<file path="config.mk">
export PLATFORM = sky130hd
export DESIGN_NAME = fetch_sequencer
export DESIGN_NICKNAME = d
export VERILOG_FILES = /design/src/rtl/pipeline_pkg.sv /design/src/rtl/sat_counter.sv /design/src/rtl/fetch_sequencer.sv
export SDC_FILE = /design/constraint.sdc
export NUM_CORES = 1
export LEC_CHECK = 0
export CAP_MARGIN = 5
export CORE_MARGIN = 2
export CORE_UTILIZATION = 44
export CTS_BUF_LIST = sky130_fd_sc_hd__clkbuf_16
export CTS_CLUSTER_SIZE = 14
export DETAILED_ROUTE_END_ITERATION = 12
export HOLD_SLACK_MARGIN = 0.06
export PLACE_DENSITY = 0.8
export SYNTH_ARGS = -nofsm -noshare
export SYNTH_HDL_FRONTEND = slang
export SYNTH_SLANG_ARGS = --single-unit
export TNS_END_PERCENT = 10
</file>
<file path="constraint.sdc">
create_clock -name clock -period 2 [get_ports clock]
set_input_delay 0.4 -clock clock [delete_from_list [all_inputs] [get_ports clock]]
set_output_delay 0.4 -clock clock [all_outputs]
set_load 0.01 [all_outputs]
</file>
<file path="src/rtl/pipeline_pkg.sv">
// rtl/pipeline_pkg.sv - shared fetch-sequencer state encodings and defaults
package pipeline_pkg;

  typedef enum logic [2:0] {
    ST_RUN      = 3'd0,
    ST_STALL    = 3'd1,
    ST_REDIRECT = 3'd2,
    ST_FLUSH    = 3'd3,
    ST_HALT     = 3'd4
  } fetch_state_e;

  localparam int unsigned FLUSH_SLOTS_DEFAULT = 2;
  localparam int unsigned STALL_CNT_W         = 16;

endpackage

</file>
<file path="src/rtl/sat_counter.sv">
// rtl/sat_counter.sv - saturating up-counter with enable and synchronous clear
module sat_counter #(
  parameter int unsigned WIDTH = 16
) (
  input  logic             clk_i,
  input  logic             rst_ni,
  input  logic             en_i,
  input  logic             clr_i,
  output logic [WIDTH-1:0] count_o
);

  logic [WIDTH-1:0] count_q, count_d;

  // Next count: clear wins, otherwise count up and stick at all-ones.
  always_comb begin
    count_d = count_q;
    if (clr_i) begin
      count_d = '0;
    end else if (en_i && (count_q != {WIDTH{1'b1}})) begin
      count_d = count_q + 1'b1;
    end
  end

  // Count register with asynchronous clear.
  always_ff @(posedge clk_i or negedge rst_ni) begin
    if (!rst_ni) begin
      count_q <= '0;
    end else begin
      count_q <= count_d;
    end
  end

  assign count_o = count_q;

endmodule

</file>
<file path="src/rtl/fetch_sequencer.sv">
// rtl/fetch_sequencer.sv - fetch redirect/stall/flush sequencer with registered outputs
module fetch_sequencer
  import pipeline_pkg::*;
#(
  parameter int unsigned FLUSH_SLOTS = FLUSH_SLOTS_DEFAULT
) (
  input  logic                   clock,
  input  logic                   reset,
  input  logic                   halt,
  input  logic                   branch_taken,
  input  logic [31:0]            branch_offset,
  input  logic                   hazard_stall,
  input  logic                   mem_wait,
  output logic                   succ,
  output logic [31:0]            new_addr,
  output logic                   stall,
  output logic                   flush,
  output logic [2:0]             state,
  output logic [STALL_CNT_W-1:0] stall_cycles
);

  // Remaining squash cycles after REDIRECT; REDIRECT itself is the first squashed slot.
  localparam logic [1:0] FLUSH_LOAD = 2'(FLUSH_SLOTS - 1);

  fetch_state_e state_q, state_d;
  logic [1:0]   flush_cnt_q, flush_cnt_d;
  logic         succ_q, succ_d;
  logic         stall_q, stall_d;
  logic         flush_q, flush_d;
  logic [31:0]  new_addr_q, new_addr_d;
  logic         stall_req;

  assign stall_req = hazard_stall | mem_wait;

  // Next-state decision and the output values that state will present.
  always_comb begin
    state_d     = state_q;
    flush_cnt_d = flush_cnt_q;
    new_addr_d  = new_addr_q;
    case (state_q)
      ST_REDIRECT: begin
        if (flush_cnt_q == 2'd0) begin
          state_d = ST_RUN;
        end else begin
          state_d     = ST_FLUSH;
          flush_cnt_d = flush_cnt_q - 2'd1;
        end
      end
      ST_FLUSH: begin
        // Branch/stall requests here come from squashed slots and are dropped.
        if (halt) begin
          state_d = ST_HALT;
        end else if (flush_cnt_q == 2'd0) begin
          state_d = ST_RUN;
        end else begin
          flush_cnt_d = flush_cnt_q - 2'd1;
        end
      end
      ST_HALT: begin
        state_d = ST_HALT;
      end
      default: begin
        // RUN, STALL and any unreachable code share one priority chain.
        if (halt) begin
          state_d = ST_HALT;
        end else if (branch_taken) begin
          state_d     = ST_REDIRECT;
          flush_cnt_d = FLUSH_LOAD;
          new_addr_d  = branch_offset;
        end else if (stall_req) begin
          state_d = ST_STALL;
        end else begin
          state_d = ST_RUN;
        end
      end
    endcase
    succ_d  = (state_d == ST_REDIRECT);
    stall_d = (state_d == ST_STALL) || (state_d == ST_HALT);
    flush_d = (state_d == ST_REDIRECT) || (state_d == ST_FLUSH);
  end

  // State and output registers; reset abandons any sequence in flight.
  always_ff @(posedge clock or negedge reset) begin
    if (!reset) begin
      state_q     <= ST_RUN;
      flush_cnt_q <= 2'd0;
      succ_q      <= 1'b0;
      stall_q     <= 1'b0;
      flush_q     <= 1'b0;
      new_addr_q  <= 32'd0;
    end else begin
      state_q     <= state_d;
      flush_cnt_q <= flush_cnt_d;
      succ_q      <= succ_d;
      stall_q     <= stall_d;
      flush_q     <= flush_d;
      new_addr_q  <= new_addr_d;
    end
  end

  sat_counter #(
    .WIDTH (STALL_CNT_W)
  ) u_stall_counter (
    .clk_i   (clock),
    .rst_ni  (reset),
    .en_i    (stall_q),
    .clr_i   (1'b0),
    .count_o (stall_cycles)
  );

  assign succ     = succ_q;
  assign stall    = stall_q;
  assign flush    = flush_q;
  assign new_addr = new_addr_q;
  assign state    = state_q;

endmodule
</file>
==> results_dict.tcl, run 1 <==
set metrics [dict create \
    dpl.hpwl_um 3890 \
    ant_nets 0 \
    maxCapViolCount 0 \
    synth_top_area_frac 0.582 \
    fin_area_mm2 0.00362 \
    synth_most_common_cell "dfrtp_1" \
    h-tree-depth 2 \
    rrSetupSlack_ps 130 \
    worstPathArrival_ps 2050 \
    cpPeakStageDelay_ps 560 \
    drt_iter0_drc 71 \
    antenna_found_initial 0 \
    setup_viol 0 \
    post_synth.cell_area_avg_um2 13.0 \
    cts.sinks 56 \
    wl_per_cell_um 15.2 \
    hold_viol_final 0 \
    pwr-share-seq 0.415 \
    post_drt_via_cell_ratio 5.14 \
    portBuffers 91 \
    crit_chain "ha_1, nand4_1, or4_1, nand2_1, mux2_2" \
    synth_common_cells "dfrtp_1, mux2_2, nand2_1" \
    synth.largest_area_cell "dfrtp_1" \
    critPathCaptureType "flop" \
    synthCells 185 \
    worst_pin_slew_ps 415 \
    routed_wirelength_um 5440 \
    cp_max_fo 4 \
    yosysSeqAreaShare 0.582 \
    met1_usage 0.231 \
    min_period_ps 1870 \
    rows 26 \
    ff2ff_path_depth 5 \
    fp.dieH_um 78.0 \
    dr_total_vias 1845 \
    irDropWorstVdd_mv 0.625 \
    timing.rr.end "u_stall_counter.count_o[1]" \
    total_power_mw 4.12 \
    grtUsageMet2 0.325 \
    syn_area_mm2 0.00241 \
    antenna_cells 0 \
    yosysUniqueCellTypes 34 \
    globalplace.congestion 0.774 \
    boundaryPins 92 \
    post_cts_buffers 0 \
    clk_pin_slew_ps 70 \
    fin_crit_sh 0.936 \
    min-delay-path-class "input port to asynchronous set/reset pin" \
    p_per_area_mw_per_mm2 1140 \
    ys_warn_count 0 \
    busiest_layer "met2" \
    synthArstFlopShare 1.00 \
    area_growth_pct 50.5 \
    use_met3 0.0605 \
    clk_path_buf_depth 2 \
    die_w_um 78.0 \
    slew_viol_final 0 \
    cp-start-kind "flop" \
    dpl_cell_area_mm2 0.00345 \
    dieArea_mm2 0.00608 \
    slew_headroom 0.722 \
    grt_pass1_wl_um 9120 \
    switchingPower_mw 1.16 \
    p_clk_frac 0.239 \
    final_util 0.696 \
    cp-startpoint "u_stall_counter.count_o[0]" \
    cts_tree "yes" \
    fmax_mhz 534 \
    grt_max_degree 57 \
    drc 0 \
    synth_area_leaders "dfrtp_1, mux2_2, nand4_1" \
    coreArea_mm2 0.00520 \
    required_ps 2180 \
    synthesis.nets 226 \
    worst_slack_ps 128 \
    swShare 0.280 \
    cts_hold_buffers 0 \
    ys.flop_type "dfrtp_1" \
    hold_ws_ps 88.8 \
    grt_pass1_vias 1920 \
    critPathSlowestCell "or4_1" \
    cts_buffers 5 \
    cts-root-buf "clkbuf_16" \
    fin_skew_ps 4.64 \
    pre_cts_slack_ps -67.9 \
    synth_edf_count 0 \
    cts_resized 0 \
    combPwrFrac 0.346 \
    clk_latency_ps 290 \
    overflow 0 \
    outcome "completed" \
    ys_ff_latch 56 \
    r2r_start "u_stall_counter.count_o[0]" \
    dr.pass1.iters 4 \
    fin_nets 329 \
    drive_gt1_frac 0.183 \
    track_usage 0.188 \
    critPathKind "flop to flop" \
    leakagePower_nw 1.54 \
    rsz0062_at_grt "false" \
    p_int_mw 2.97 \
    start_util 0.462 \
]
## flip-flops by register name, summed over array words and instances (netlist names)
| register | count |
|---|---|
| stall | 1 |
| new_addr | 32 |
| u_stall_counter.count_o | 16 |
| succ | 1 |
| flush | 1 |
| flush_cnt_q | 2 |
| state | 3 |
## per-layer routing
metal	part of all wire	vias up
met5	0	-
met1	0.42	903
met2	0.51	62
met3	0.065	7
met4	0.0097	0
li1	-	873
## worst max-delay path: cells and delay by family (launching register included)
family,cells,cell delay (ps)
mux,1,340
flops,1,400
simple gates,3,820
fa+ha+maj,1,180
## metrics by stage
stage	instances	TNS, ps
after floorplan	185	0
after global placement	351	-743
after detailed placement	351	-1590
after CTS	359	0
after global routing	359	0
final	359	0
## cell families after synthesis
group           share of synthesized area
simple gates                        0.105
buf+inv                            0.0234
compound gates                     0.0733
mux                                 0.168
fa+ha+maj                          0.0156
flops                               0.582
xor+xnor                           0.0328
## power groups by stage
stage / logic [mW] / registers, mW / clock network [mW]
2_1_floorplan: 0.416 / 1.86 / 0
3_3_place_gp: 1.40 / 1.71 / 0
3_5_place_dp: 1.44 / 1.73 / 0
4_1_cts: 1.45 / 1.71 / 1.00
5_1_grt: 1.54 / 1.77 / 1.05
6_report: 1.43 / 1.71 / 0.986
## how the worst max path moves through the flow
| stage | end | slack [ps] | cells past startpoint |
|---|---|---|---|
| after detailed placement | new_addr[22] | -70 | 5 |
| after global routing | u_stall_counter.count_o[1] | 50 | 5 |
| final | u_stall_counter.count_o[1] | 130 | 5 |
| after global placement | new_addr[1] | -30 | 5 |
| after CTS | u_stall_counter.count_o[1] | 120 | 5 |
| after floorplan | new_addr[10] | 110 | 4 |
## final cells by class
class                           count  area [um2]
Clock buffer                        5         125
Clock inverter                      3        42.5
Fill cell                         414        1580
Inverter                            5        18.8
Multi-Input combinational cell    120         948
Sequential cell                    56        1400
Tap cell                           70        87.6
Timing Repair Buffer              100         998
## cells in the final DEF (no fill, tap or decap), types with 4 or more instances in the layout
| master | Yosys | final |
|---|---|---|
| xor2_1 | 4 | 4 |
| nor2_1 | 11 | 11 |
| nand4_1 | 8 | 8 |
| nand2_1 | 12 | 12 |
| inv_1 | 5 | 5 |
| o21bai_1 | 4 | 4 |
| mux2_2 | 33 | 33 |
| clkbuf_16 | 0 | 5 |
| xnor2_1 | 5 | 5 |
| clkdlybuf4s50_1 | 0 | 90 |
| buf_4 | 0 | 7 |
| a21oi_1 | 6 | 6 |
| dfrtp_1 | 56 | 56 |
| and3_1 | 5 | 5 |
(Power assumes the default switching activity.)
==> inputs of run 2 (changes only) <==
- CORE_MARGIN: 2 -> 5
==> run 2 against run 1 <==
Routed wire length shrank 2.9%. Combinational power about the same. Sequential power about the same. Global-route usage down 3.3 points. Power decreased by 0.80%. Worst hold slack improved by 17 ps. Clock skew increased by 1.1 ps.
==> results_dict.tcl, run 2 (same netlist as run 1, synthesis figures left out) <==
set metrics [dict create \
    clk_path_buf_depth 2 \
    track_usage 0.156 \
    wl_per_cell_um 14.6 \
    dpl_cell_area_mm2 0.00346 \
    critPathKind "flop to flop" \
    mostFrequentLayoutCells "clkdlybuf4s50_1, dfrtp_1, mux2_2, nand2_1, nor2_1" \
    critPathCaptureType "flop" \
    ff2ff_path_depth 4 \
    boundaryPins 92 \
    start_util 0.445 \
    min-delay-path-class "input port to asynchronous set/reset pin" \
    irDropWorstVdd_mv 0.682 \
    area_growth_pct 50.5 \
    cts-root-buf "clkbuf_16" \
    hold_ws_ps 106 \
    cts_tree "yes" \
    overflow 0 \
    hold_viol_final 0 \
    dpl.hpwl_um 3920 \
    slew_viol_final 0 \
    cts_resized 0 \
    cts.sinks 56 \
    tns_ps 0 \
    dieArea_mm2 0.00705 \
    drc 0 \
    rrSetupSlack_ps 170 \
    clk_latency_ps 290 \
    rows 27 \
    outcome "completed" \
    leakagePower_nw 1.54 \
    fp.dieH_um 84.0 \
    antenna_cells 0 \
    timing.rr.end "new_addr[22]" \
    fin_area_mm2 0.00362 \
    grt_pass1_vias 1874 \
    grt_pass1_wl_um 8940 \
    layout_commonest_cell "clkdlybuf4s50_1" \
    cp-start-kind "flop" \
    clk_pin_slew_ps 70 \
    drive_gt1_frac 0.180 \
    cts_hold_buffers 0 \
    coreArea_mm2 0.00541 \
    drt_iter0_drc 74 \
    largest_reg_flops 32 \
    die_w_um 84.0 \
    ant_nets 0 \
    worst_pin_slew_ps 385 \
    cp_max_fo 34 \
    globalplace.congestion 0.863 \
    setup_viol 0 \
    antenna_found_initial 0 \
    post_drt_via_cell_ratio 5.00 \
    fin_crit_sh 0.915 \
    rsz0062_at_grt "false" \
    cp-startpoint "state[1]" \
    slew_headroom 0.743 \
    p_per_area_mw_per_mm2 1130 \
    post_cts_buffers 0 \
    h-tree-depth 2 \
    portBuffers 91 \
    cts_buffers 5 \
    worstPathArrival_ps 2000 \
    grt_max_degree 57 \
    maxCapViolCount 0 \
    dr_total_vias 1805 \
    fin_nets 329 \
    dr.pass1.iters 4 \
    total_power_mw 4.09 \
    fmax_mhz 546 \
    required_ps 2170 \
    fin_skew_ps 5.78 \
    r2r_start "state[1]" \
    routed_wirelength_um 5280 \
    min_period_ps 1830 \
]
==> run 2: worst max-delay path by stage <==
stage | end | slack [ps] | cells after the start
after floorplan | new_addr[10] | 110 | 4
after global placement | new_addr[17] | -40 | 5
after detailed placement | new_addr[8] | -70 | 5
after CTS | new_addr[8] | 160 | 4
after global routing | u_stall_counter.count_o[1] | 80 | 5
final | new_addr[22] | 170 | 4
==> run 2: area by class of cell <==
class / instances / area, um2
Fill cell: 434 / 1780
Sequential cell: 56 / 1400
Timing Repair Buffer: 100 / 998
Multi-Input combinational cell: 120 / 948
Clock buffer: 5 / 125
Tap cell: 72 / 90.1
Clock inverter: 3 / 38.8
Inverter: 5 / 18.8
==> run 2: worst max-delay path, stage by stage, from the launching register on <==
cell,delay [ps]
dfrtp_1,460
nor2b_2,230
a2111oi_4,410
buf_12,260
mux2_2,350
==> run 2: through the flow <==
step | util | instances | setup slack [ps]
floorplan | - | 185 | 108
global placement | 0.640 | 353 | -35.0
detailed placement | 0.640 | 353 | -66.8
CTS | 0.670 | 361 | 156
global route | 0.670 | 361 | 75.8
finish | 0.670 | 361 | 169
==> run 2: where the power goes <==
group	switching [mW]	total (mW)	leakage, nW	internal (mW)
Sequential	0.230	1.70	0.699	1.47
Combinational	0.526	1.43	0.759	0.907
Clock	0.371	0.955	0.0850	0.584
Total	1.13	4.09	1.54	2.96
==> run 2: metal layers <==
| layer | share of wire | routed length, um | GRT usage |
|---|---|---|---|
| met1 | 0.42 | 2200 | 0.191 |
| met2 | 0.48 | 2560 | 0.255 |
| met3 | 0.083 | 438 | 0.0573 |
| met4 | 0.016 | 83 | 0.0497 |
| met5 | 0 | 0 | 0 |
==> patch: new RTL, settings of run 1 <==
Register the input `branch_offset` before use, without a reset. The logic sees it one clock later. The other inputs are not delayed to match.
--- a/src/rtl/fetch_sequencer.sv
+++ b/src/rtl/fetch_sequencer.sv
@@ -23,2 +23,8 @@
   localparam logic [1:0] FLUSH_LOAD = 2'(FLUSH_SLOTS - 1);
+
+  logic [31:0] branch_offset_q;
+
+  always_ff @(posedge clock) begin
+    branch_offset_q <= branch_offset;
+  end
 
@@ -68,3 +74,3 @@
           flush_cnt_d = FLUSH_LOAD;
-          new_addr_d  = branch_offset;
+          new_addr_d  = branch_offset_q;
         end else if (stall_req) begin
Formal check against the unedited RTL: not equivalent (a bounded check fails within 4 cycles, from zero or initial values and one cycle with reset low).
==> patch against run 1 <==
  * Cell area grew 25%
  * Cell count grew 16%
  * Clock power grew 74%
  * Sequential cell count grew 32
  * Setup slack lost 0.0055 ns
  * Synthesized area grew 32%
  * Critical path depth shrank 4
  * Power grew 48%
  * Routed wire length grew 9.9%
  * Clock skew grew 0.00097 ns
==> patch: results (changes against run 1) <==
| Metric | Value |
|---|---|
| Status | `finished clean (unchanged)` |
| Critical path's largest stage delay | `0.61 ns (was 0.56 ns)` |
| CTS buffer count | `9 (was 5)` |
| Gpl congestion | `0.802 (was 0.774)` |
| Yosys warns | `0 (unchanged)` |
| Non-filler cells, final | `418 (was 359)` |
| First-pass GRT wire length | `9400 um (was 9120 um)` |
| Synth area leaders | `dfrtp_1, dfxtp_1, mux2_4, xnor2_1, buf_12 (was dfrtp_1, mux2_2, nand4_1, nand2_1, xnor2_1)` |
| Met3 usage | `3.97% (was 6.05%)` |
| Net Count, Synth | `255 (was 226)` |
| Fillers | `518 (was 414)` |
| Vias per std cell | `4.77 (was 5.14)` |
| H-Tree Depth | `3 (was 2)` |
| Sequential share of power | `41.9% (was 41.5%)` |
| Peak supply drop | `0.739 mV (was 0.625 mV)` |
| Clk power | `0.00172 W (was 0.000986 W)` |
| Met2 Wirelength | `2900 um (was 2760 um)` |
| Net Switching | `0.00157 W (was 0.00116 W)` |
| GR Util met2 | `24.6% (was 32.5%)` |
| HPWL Detailed | `4250 um (was 3890 um)` |
| Static leakage power | `1.92 nW (was 1.54 nW)` |
| Slowest-stage cell, CP | `clkdlybuf4s50_1 (was or4_1)` |
| Clk_lat worst skew | `0.32 ns (was 0.29 ns)` |
| GRT Overall Usage | `15.7% (was 18.8%)` |
| Min Hold Slack | `0.0570 ns (was 0.0888 ns)` |
| CP delay by family, top | `buffers and inverters (was simple AND/OR/NAND/NOR gates)` |
| Reg2Reg Depth | `6 (was 5)` |
| Violation count after the first detailed-route iteration | `80 (was 71)` |
| Data arrival, critical path | `1.48 ns (was 2.05 ns)` |
| Multi-input gate area | `0.00104 mm2 (was 948 um2)` |
| Distinct cell type count after synthesis | `41 (was 34)` |
| Placed Area | `0.00421 mm2 (was 0.00345 mm2)` |
| M1 WL | `2700 um (was 2280 um)` |
| Relative slew slack | `71.8% (was 72.2%)` |
| Clock Skews | `0.00561 ns (was 0.00464 ns)` |
| Met3 routed WL | `299 um (was 351 um)` |
| FFs w/ async S/R, synth | `63.6% (was 100%)` |
| Pre-CTS setup slack | `0.00405 ns (was -0.0679 ns)` |
| Average routed wire per standard cell | `14.3 um (was 15.2 um)` |
| RR Endpoint | `new_addr[14] (was u_stall_counter.count_o[1])` |
| Reg2Reg Launch Point | `state[1] (was u_stall_counter.count_o[0])` |
| GR met1 Demand/Resource | `20.9% (was 23.1%)` |
| Nets@finish | `358 (was 329)` |
-- patch: kinds of logic (layout without fill, tap and decap cells) --
group | count (synthesis) | after routing | synth area share [%]
AO/OA/AOI/OAI | 20 | 20 | 4.45
AND/OR/NAND/NOR | 47 | 47 | 8.34
buffers and inverters | 10 | 118 | 2.99
adder cells (fa/ha/maj) | 3 | 3 | 1.18
XOR/XNOR | 11 | 11 | 3.03
flip-flops | 88 | 88 | 64.2
multiplexers | 35 | 35 | 15.8
-- patch: how the worst max path moves through the flow --
stage / from / endpoint / slack, ns
detailed placement: halt / new_addr[14] / 0.004
global route: stall / stall / 0.08
floorplan: u_stall_counter.count_o[0] / u_stall_counter.count_o[1] / 0.29
global placement: halt / new_addr[14] / 0.02
finish: stall / stall / 0.12
CTS: stall / stall / 0.11
-- patch: layout make-up --
class                           count  area share [%]
Clock buffer                        9            4.98
Clock inverter                      7            1.96
Inverter                            6           0.608
Multi-Input combinational cell    116            23.0
Sequential cell                    88            45.1
Tap cell                           96            2.65
Timing Repair Buffer               96            21.7
